File: config.mk
export PLATFORM = sky130hd
export DESIGN_NAME = led_pattern_ctrl
export DESIGN_NICKNAME = d
export VERILOG_FILES = /design/src/rtl/led_pattern_ctrl.sv
export SDC_FILE = /design/constraint.sdc
export NUM_CORES = 1
export LEC_CHECK = 0
export ABC_AREA = 1
export ABC_CLOCK_PERIOD_IN_PS = 2400
export CELL_PAD_IN_SITES_DETAIL_PLACEMENT = 1
export CELL_PAD_IN_SITES_GLOBAL_PLACEMENT = 2
export CORE_MARGIN = 1.5
export CORE_UTILIZATION = 37
export DETAILED_ROUTE_END_ITERATION = 16
export GPL_TIMING_DRIVEN = 0
export PLACE_DENSITY = 0.88
export SLEW_MARGIN = 40
export SYNTH_ARGS = -nofsm -noshare
export SYNTH_HDL_FRONTEND = slang
export SYNTH_SLANG_ARGS = --single-unit
File: constraint.sdc
create_clock -name CLK -period 2.4 [get_ports CLK]
set_clock_uncertainty 0.2 [all_clocks]
set_input_delay 0.24 -clock CLK [delete_from_list [all_inputs] [get_ports CLK]]
set_output_delay 0.24 -clock CLK [all_outputs]
set_load 0.03 [all_outputs]
File: src/rtl/led_pattern_ctrl.sv
`default_nettype none
// ============================================================================
//  Module      : led_pattern_ctrl
//  Description : Mode-driven LED pattern engine for the 8-LED board demo.
//                A free-running prescaler produces the step tick, two
//                synchronised and debounced push buttons select the mode and
//                toggle pause, and a mode FSM drives the registered pattern.
//                Modes: UP (0), DOWN (1), SCAN (2), BLINK (3).
//                Optional macro LED_PATTERN_GRAY_EN adds GRAY (4) between
//                BLINK and UP.
//  Revision    : 1.0 - initial release
// ============================================================================
module led_pattern_ctrl #(
    parameter int N       = 20,
    parameter int DB_BITS = 16
) (
    input  logic       CLK,
    input  logic       RSTN,
    input  logic       BTN_MODE,
    input  logic       BTN_PAUSE,
    output logic [7:0] LED,
    output logic [2:0] MODE,
    output logic       PAUSED,
    output logic       TICK
);

    // Mode encodings
    localparam logic [2:0] c_MODE_UP    = 3'd0;
    localparam logic [2:0] c_MODE_DOWN  = 3'd1;
    localparam logic [2:0] c_MODE_SCAN  = 3'd2;
    localparam logic [2:0] c_MODE_BLINK = 3'd3;
`ifdef LED_PATTERN_GRAY_EN
    localparam logic [2:0] c_MODE_GRAY  = 3'd4;
`endif

    // Scan direction encodings
    localparam logic c_DIR_LEFT  = 1'b0;
    localparam logic c_DIR_RIGHT = 1'b1;

    localparam logic [N-1:0]       c_PRESC_ONE = {{(N-1){1'b0}}, 1'b1};
    localparam logic [DB_BITS-1:0] c_DB_ONE    = {{(DB_BITS-1){1'b0}}, 1'b1};

    logic [N-1:0] r_presc;
    logic         w_step;
    logic [1:0]   w_btn;
    logic [1:0]   w_evt;
    logic         w_mode_evt;
    logic         w_pause_evt;
    logic [2:0]   r_mode;
    logic [2:0]   w_mode_next;
    logic [7:0]   r_led;
    logic         r_dir;
    logic         r_paused;

    // Free-running prescaler; step fires on the all-ones count
    always_ff @(posedge CLK or negedge RSTN) begin
        if (!RSTN) begin
            r_presc <= '0;
        end else begin
            r_presc <= r_presc + c_PRESC_ONE;
        end
    end

    assign w_step = &r_presc;

    // Bit 0 is the mode button, bit 1 the pause button
    assign w_btn = {BTN_PAUSE, BTN_MODE};

    generate
        for (genvar gi = 0; gi < 2; gi++) begin : g_btn
            logic               r_sync1;
            logic               r_sync2;
            logic               r_db;
            logic               r_evt;
            logic [DB_BITS-1:0] r_cnt;

            // Synchronise, debounce and emit a one-cycle press pulse.
            // The debounced level only moves after the synchronised level has
            // disagreed with it for 2^DB_BITS consecutive cycles; the pulse is
            // raised together with a 0->1 update so releases are silent.
            always_ff @(posedge CLK or negedge RSTN) begin
                if (!RSTN) begin
                    r_sync1 <= 1'b0;
                    r_sync2 <= 1'b0;
                    r_db    <= 1'b0;
                    r_evt   <= 1'b0;
                    r_cnt   <= '0;
                end else begin
                    r_sync1 <= w_btn[gi];
                    r_sync2 <= r_sync1;
                    r_evt   <= 1'b0;
                    if (r_sync2 != r_db) begin
                        if (&r_cnt) begin
                            r_db  <= r_sync2;
                            r_evt <= r_sync2;
                            r_cnt <= '0;
                        end else begin
                            r_cnt <= r_cnt + c_DB_ONE;
                        end
                    end else begin
                        r_cnt <= '0;
                    end
                end
            end

            assign w_evt[gi] = r_evt;
        end
    endgenerate

    assign w_mode_evt  = w_evt[0];
    assign w_pause_evt = w_evt[1];

    // Mode sequence: UP -> DOWN -> SCAN -> BLINK (-> GRAY) -> UP
    always_comb begin
        w_mode_next = c_MODE_UP;
        case (r_mode)
            c_MODE_UP:    w_mode_next = c_MODE_DOWN;
            c_MODE_DOWN:  w_mode_next = c_MODE_SCAN;
            c_MODE_SCAN:  w_mode_next = c_MODE_BLINK;
`ifdef LED_PATTERN_GRAY_EN
            c_MODE_BLINK: w_mode_next = c_MODE_GRAY;
            c_MODE_GRAY:  w_mode_next = c_MODE_UP;
`else
            c_MODE_BLINK: w_mode_next = c_MODE_UP;
`endif
            default:      w_mode_next = c_MODE_UP;
        endcase
    end

`ifdef LED_PATTERN_GRAY_EN
    logic [7:0] r_bin;
    logic [7:0] w_bin_inc;

    assign w_bin_inc = r_bin + 8'd1;
`endif

    // Pause toggles on each pause press, independent of mode events
    always_ff @(posedge CLK or negedge RSTN) begin
        if (!RSTN) begin
            r_paused <= 1'b0;
        end else if (w_pause_evt) begin
            r_paused <= ~r_paused;
        end
    end

    // Mode FSM and pattern register; a mode event takes priority over a step.
    // The LED register itself holds the scan position, so SCAN entry reloads
    // it with the one-hot start value rather than keeping a separate copy.
    always_ff @(posedge CLK or negedge RSTN) begin
        if (!RSTN) begin
            r_mode <= c_MODE_UP;
            r_led  <= 8'h00;
            r_dir  <= c_DIR_LEFT;
`ifdef LED_PATTERN_GRAY_EN
            r_bin  <= 8'h00;
`endif
        end else if (w_mode_evt) begin
            r_mode <= w_mode_next;
            case (w_mode_next)
                c_MODE_SCAN: begin
                    r_led <= 8'h01;
                    r_dir <= c_DIR_LEFT;
                end
                c_MODE_BLINK: begin
                    r_led <= 8'h00;
                end
`ifdef LED_PATTERN_GRAY_EN
                c_MODE_GRAY: begin
                    r_bin <= r_led;
                    r_led <= r_led ^ (r_led >> 1);
                end
`endif
                default: begin
                    // UP and DOWN carry the current value over
                end
            endcase
        end else if (w_step && !r_paused) begin
            case (r_mode)
                c_MODE_UP: begin
                    r_led <= r_led + 8'd1;
                end
                c_MODE_DOWN: begin
                    r_led <= r_led - 8'd1;
                end
                c_MODE_SCAN: begin
                    // Turn around on reaching an end so each end shows once
                    if (r_dir == c_DIR_LEFT) begin
                        if (r_led[7]) begin
                            r_led <= r_led >> 1;
                            r_dir <= c_DIR_RIGHT;
                        end else begin
                            r_led <= r_led << 1;
                        end
                    end else begin
                        if (r_led[0]) begin
                            r_led <= r_led << 1;
                            r_dir <= c_DIR_LEFT;
                        end else begin
                            r_led <= r_led >> 1;
                        end
                    end
                end
                c_MODE_BLINK: begin
                    r_led <= ~r_led;
                end
`ifdef LED_PATTERN_GRAY_EN
                c_MODE_GRAY: begin
                    r_bin <= w_bin_inc;
                    r_led <= w_bin_inc ^ (w_bin_inc >> 1);
                end
`endif
                default: begin
                    r_led <= r_led;
                end
            endcase
        end
    end

    assign LED    = r_led;
    assign MODE   = r_mode;
    assign PAUSED = r_paused;
    assign TICK   = r_presc[N-1];

endmodule
`default_nettype wire

Yosys cells after proc, flatten, opt, wreduce, memory -nomap -nowiden

Cells that the tools add are included.

Flip-flop bits (word level): 73
Output and inout bits: 13
Logic and storage cells: 67

Add/subtract/negate cells: 5
Eq/ne operators: 9
Multiplexer cells: 23
Bitwise operators: 2
Reductions and logical operators: 13

Operators by type and width:

| kind                    | number |
|---|---|
| $mux W16                | 4 |
| $mux W8                 | 5 |
| $reduce_and A17 Y1      | 2 |
| $add A16 B1 Y16 const B | 2 |
| $pmux W8 S4             | 1 |
| $reduce_and A16 Y1      | 2 |
| $add A20 B1 Y20 const B | 1 |
| $reduce_and A20 Y1      | 1 |
| $pmux W8 S2             | 1 |
| $eq A3 B2 Y1 const B    | 4 |
| $mux W1                 | 11 |
| $add A8 B1 Y8 const B   | 1 |
| $not A8 Y8              | 1 |
| $sub A8 B1 Y8 const B   | 1 |
| $pmux W2 S3             | 1 |
| $reduce_and A3 Y1       | 2 |
| $reduce_bool A5 Y1      | 1 |
| $reduce_bool A2 Y1      | 2 |
| $eq A3 B1 Y1 const B    | 1 |
| $logic_not A3 Y1        | 1 |
| $ne A3 B1 Y1 const B    | 1 |
| $ne A1 B1 Y1            | 2 |
| $ne A2 B1 Y1 const B    | 1 |
| $logic_and A1 B1 Y1     | 1 |
| 2 further kinds         | 2 |

Logic depth before layout (Yosys ltp)

Depth in word-level cells: 5
Depth in mapped cells: 15
Mapped depth without buffers: 13

Worst setup path after synthesis

No wires, ideal clock.

Path type: register to register
From: register r_mode[1], in the netlist MODE[1]
To: register r_led[6], in the netlist LED[6]
Library setup time: 117 ps
Arrival time: 1896 ps
Required time: 2083 ps
Path slack: 187 ps
Stages on the path, launching flop included: 14
Path buffers: 1
Cell sequence: dfrtp_1 -> inv_1 -> ha_1 -> buf_2 -> nor2_1 -> nor2_1 -> ha_1 -> a21o_1 -> nand3_1 -> nand2_1 -> nand2_1 -> nand3_1 -> nand2_1 -> nand2_1

Word-level cells in the longest chain between the ends: 5
Elaborated cells on any way between the ends: 13
Classes of those cells: eq/ne: 6; mux: 4; reduce/logical: 3

RTL lines:

| item                                       | RTL line | RTL |
|---|---|---|
| from (decl)                                | 49       | `logic [2:0] r_mode;` |
| from (signal assigned)                     | 151      | `r_mode <= c_MODE_UP;` |
| from (signal assigned)                     | 158      | `r_mode <= w_mode_next;` |
| $eq A3 B2 Y1, or another cell as far along | 116, 178 |  |
| $pmux W2 S3                                | 116      | `case (r_mode)` |
| $eq A3 B2 Y1                               | 159      | `case (w_mode_next)` |
| $ne A3 B1 Y1 (no source line)              | -        |  |
| $reduce_and A3 Y1 (no source line)         | -        |  |
| to (signal assigned)                       | 180      | `r_led <= r_led + 8'd1;` |
| to (signal assigned)                       | 183      | `r_led <= r_led - 8'd1;` |
| to (signal assigned)                       | 189      | `r_led <= r_led >> 1;` |
| to (decl)                                  | 51       | `logic [7:0] r_led;` |

Parallel ways exist; a longest one is shown, timed or not. The select of a mux whose other input is x is not followed.
A chain may end at the register's enable or synchronous reset.

Worst setup path in the final report

From: register r_mode[0], in the netlist MODE[0]
To: register r_led[6], in the netlist LED[6]

Same word-level chain as after synthesis.

==> out/qor.log <==
[finish] number of diodes 0
[routing] detailed-route wire length 10.0 mm
[power] Pleak 2.18 nW
[setup_path] arrival time worst endpoint 2.26 ns
[finish] most used cells in the layout excluding fill and tap cells 136 x nand2_1, 71 x dfrtp_1, 63 x nor2_1
[power] P per Cell Area 493 nW/µm²
[timing] Max Slew Vio Count 0
[routing] remaining routing DRC violations 0
[placement] area after detailed placement 4480 µm²
[timing] final hold violations 0
[synthesis] main combinational cell family by area after synthesis simple AND/OR/NAND/NOR gates
[floorplanning] Site Rows 38
[power] final total power 2.33 mW
[finish] post-layout net count 572
[clocking] clock buffer depth 2
[routing] overall via count from detail_route 3498
[synthesis] syn_nets 542
[routing] Wirelength per Cell 14.3 µm
[routing] detailed-route vias per instance 4.98
[global_routing] overall global routing resource usage 19.0%
[timing] final total negative setup slack 0 ns
[setup_path] Setup CP Type reg -> reg
[finish] filler-free cell count of the finished design 703
[floorplanning] boundary pin count 17
[synthesis] flip-flop and latch count after synthesis 72
[floorplanning] floorplan die area 11800 µm²
[timing] worst hold slack 0.132 ns
[synthesis] post-synthesis sequential area ratio 43.6%
[clocking] CTS tree yes
[clocking] number of buffers inserted during clock tree synthesis 9
[synthesis] portion of netlist area occupied by mux cells 0%
[setup_path] CP Launch Point MODE[0]$_DFFE_PN0P_
[routing] DR iter-0 viols 103
[synthesis] xor/xnor share of the synthesized area 7.62%
[synthesis] Gate Count Post-Synth 528
[synthesis] synth warn 0
[global_routing] antenna violations before repair 0
[worst_hold_path] hold path start BTN_PAUSE
[global_routing] maximum number of pins on one net before global-route repair 41
[setup_path] crit start category flip-flop
[clocking] worst skew pair latency 0.34 ns
[placement] pre-CTS WS 0.0852 ns
[setup_path] Register-to-Register Setup Slack 0.19 ns
[timing] final critical-path required period 2.21 ns
[setup_path] kind of end point of the critical path flip-flop
[placement] weighted congestion at the end of routability-driven global placement 0.797
[placement] Placed Cells 684
[status] status finished clean
[floorplanning] Core Area 10900 µm²
[setup_path] peak fanout along the critical path 7
[global_routing] total congestion overflow after global routing 0
[finish] most common cell after layout, fill and taps aside nand2_1
[floorplanning] y dimension of the die 109 µm
[timing] number of failing setup endpoints in the final timing report 0
[finish] Filler Cell Count 1358
[finish] area delta synth->final 14.4%
[setup_path] worst flop-to-flop path startpoint MODE[0]$_DFFE_PN0P_
[synthesis] adder and majority cell fraction of the synthesized area 3.02%
[clocking] Clock transition at path regs 0.08 ns
[timing] Max Clock Freq 0.452 GHz
[finish] ratio of cells with drive above 1 in the final layout 11.5%
[clocking] number of clock sinks 72
[placement] number of port buffers 15
[clocking] root buffer selected by CTS clkbuf_8
[timing] unrepaired setup endpoints after global routing no
[finish] summed area of non-filler cells in the final layout 4730 µm²
[synthesis] simple-gate share of the synthesized area 33.3%
[floorplanning] die span in x 109 µm
[timing] post-route setup slack 0.185 ns
[worst_hold_path] type of the tightest min-delay check in -> reg
[synthesis] distinct cell type count of the synthesized netlist 37
[setup_path] endpoint required time on the critical path 2.44 ns
[global_routing] vias in the first global route 3767
[synthesis] compound-gate portion of the synthesized area 5.41%
[synthesis] average cell area after synthesis 7.83 µm²
[clocking] CTS HTree Levels 3
[power] maximum VDD drop 327 µV
[routing] remaining antenna violation count 0
[global_routing] first-pass GRT wire length 17.7 mm
[routing] number of detailed-routing iterations run before antenna repair 4
[timing] final worst-path cycle share 92.3%
[placement] half-perimeter wire length after detailed placement 7.59 mm
[finish] Final Core Density 43.5%
[flow_run] max-capacitance violation count 0
[floorplanning] starting density of the core 38.0%
[synthesis] synthesized area 4140 µm²
==> per-layer routing <==
layer	GRT usage, %	routed length [µm]	up-vias
li1	-	-	1731
met1	23.5	4510	1716
met2	33.8	5120	42
met3	3.29	285	9
met4	5.64	121	0
met5	0	0	-
==> kinds of logic after synthesis <==
family / Yosys count
AO/OA/AOI/OAI: 41
buffers and inverters: 71
AND/OR/NAND/NOR: 297
other: 1
XOR/XNOR: 36
flip-flops: 72
adder cells (fa/ha/maj): 10
==> what timing repair did <==
item,4_1_cts,5_1_grt
setup buffers,0,2
resized for setup,0,6
hold buffers,1,0
hold endpoints to repair,72,0
setup endpoints to repair,0,5
==> worst paths after layout <==
check | to | cells past startpoint
min | g_btn[1].r_sync1$_DFF_PN0_ | 1
min reg2reg | g_btn[1].r_sync2$_DFF_PN0_ | 0
max reg2reg | LED[6]$_DFFE_PN0P_ | 12
max | LED[6]$_DFFE_PN0P_ | 12
min in group asynchronous | g_btn[1].r_cnt[13]$_DFF_PN0_ | 2
max in group asynchronous | g_btn[0].r_cnt[1]$_DFF_PN0_ | 3
==> area by class of cell <==
| cell class | count | area [µm²] | share of cell area, % |
|---|---|---|---|
| clock inverter | 5 | 63.8 | 1.35 |
| sequential | 72 | 1800 | 38.1 |
| clock buffer | 11 | 151 | 3.20 |
| multi-input combinational | 385 | 2040 | 43.2 |
| timing repair buffer | 19 | 196 | 4.15 |
| inverter | 62 | 236 | 5.00 |
| buffer | 9 | 61.3 | 1.30 |
| tap | 140 | 175 | 3.70 |
==> power by group <==
group / switching (mW) / internal [mW] / total, mW
clock network: 0.491 / 0.545 / 1.04
logic: 0.0467 / 0.0200 / 0.0667
registers: 0.00879 / 1.22 / 1.23
total: 0.547 / 1.79 / 2.33
==> worst max-delay path, stage by stage (launching register included) <==
cell,delay (ns)
dfrtp_1,0.44
ha_1,0.22
clkbuf_4,0.18
nor2_1,0.15
nor2_1,0.09
ha_1,0.18
a21o_1,0.19
nand3_1,0.12
nand2_1,0.06
nand2_1,0.05
nand3_1,0.10
nand2_1,0.08
nand2_1,0.04
==> registers in the layout, summed over array words and instances, names as in the netlist <==
signal	count
LED	8
PAUSED	1
r_dir	1
r_presc	20
g_btn.r_sync1	2
g_btn.r_db	2
g_btn.r_sync2	2
g_btn.r_cnt	32
g_btn.r_evt	2
MODE	2
==> synthesized netlist by cell type, drive strengths merged <==
library cell | n | area, µm²
ha | 10 | 125
conb | 1 | 3.75
xor2 | 26 | 228
nand4 | 6 | 37.5
o211ai | 2 | 15.0
a21o | 1 | 7.51
o22ai | 1 | 6.26
nor3b | 5 | 37.5
nor2 | 72 | 313
clkbuf | 3 | 12.5
nor4 | 5 | 37.5
o21ai | 24 | 128
dfrtp | 72 | 1800
o31ai | 1 | 7.51
nor3 | 14 | 96.4
nand3b | 1 | 7.51
a21oi | 12 | 60.1
inv | 60 | 225
buf | 6 | 45.0
nand2 | 145 | 577
nand3 | 49 | 270
clkinv | 2 | 7.51
xnor2 | 10 | 87.6
Note: power is estimated with default switching activity, not from simulation.
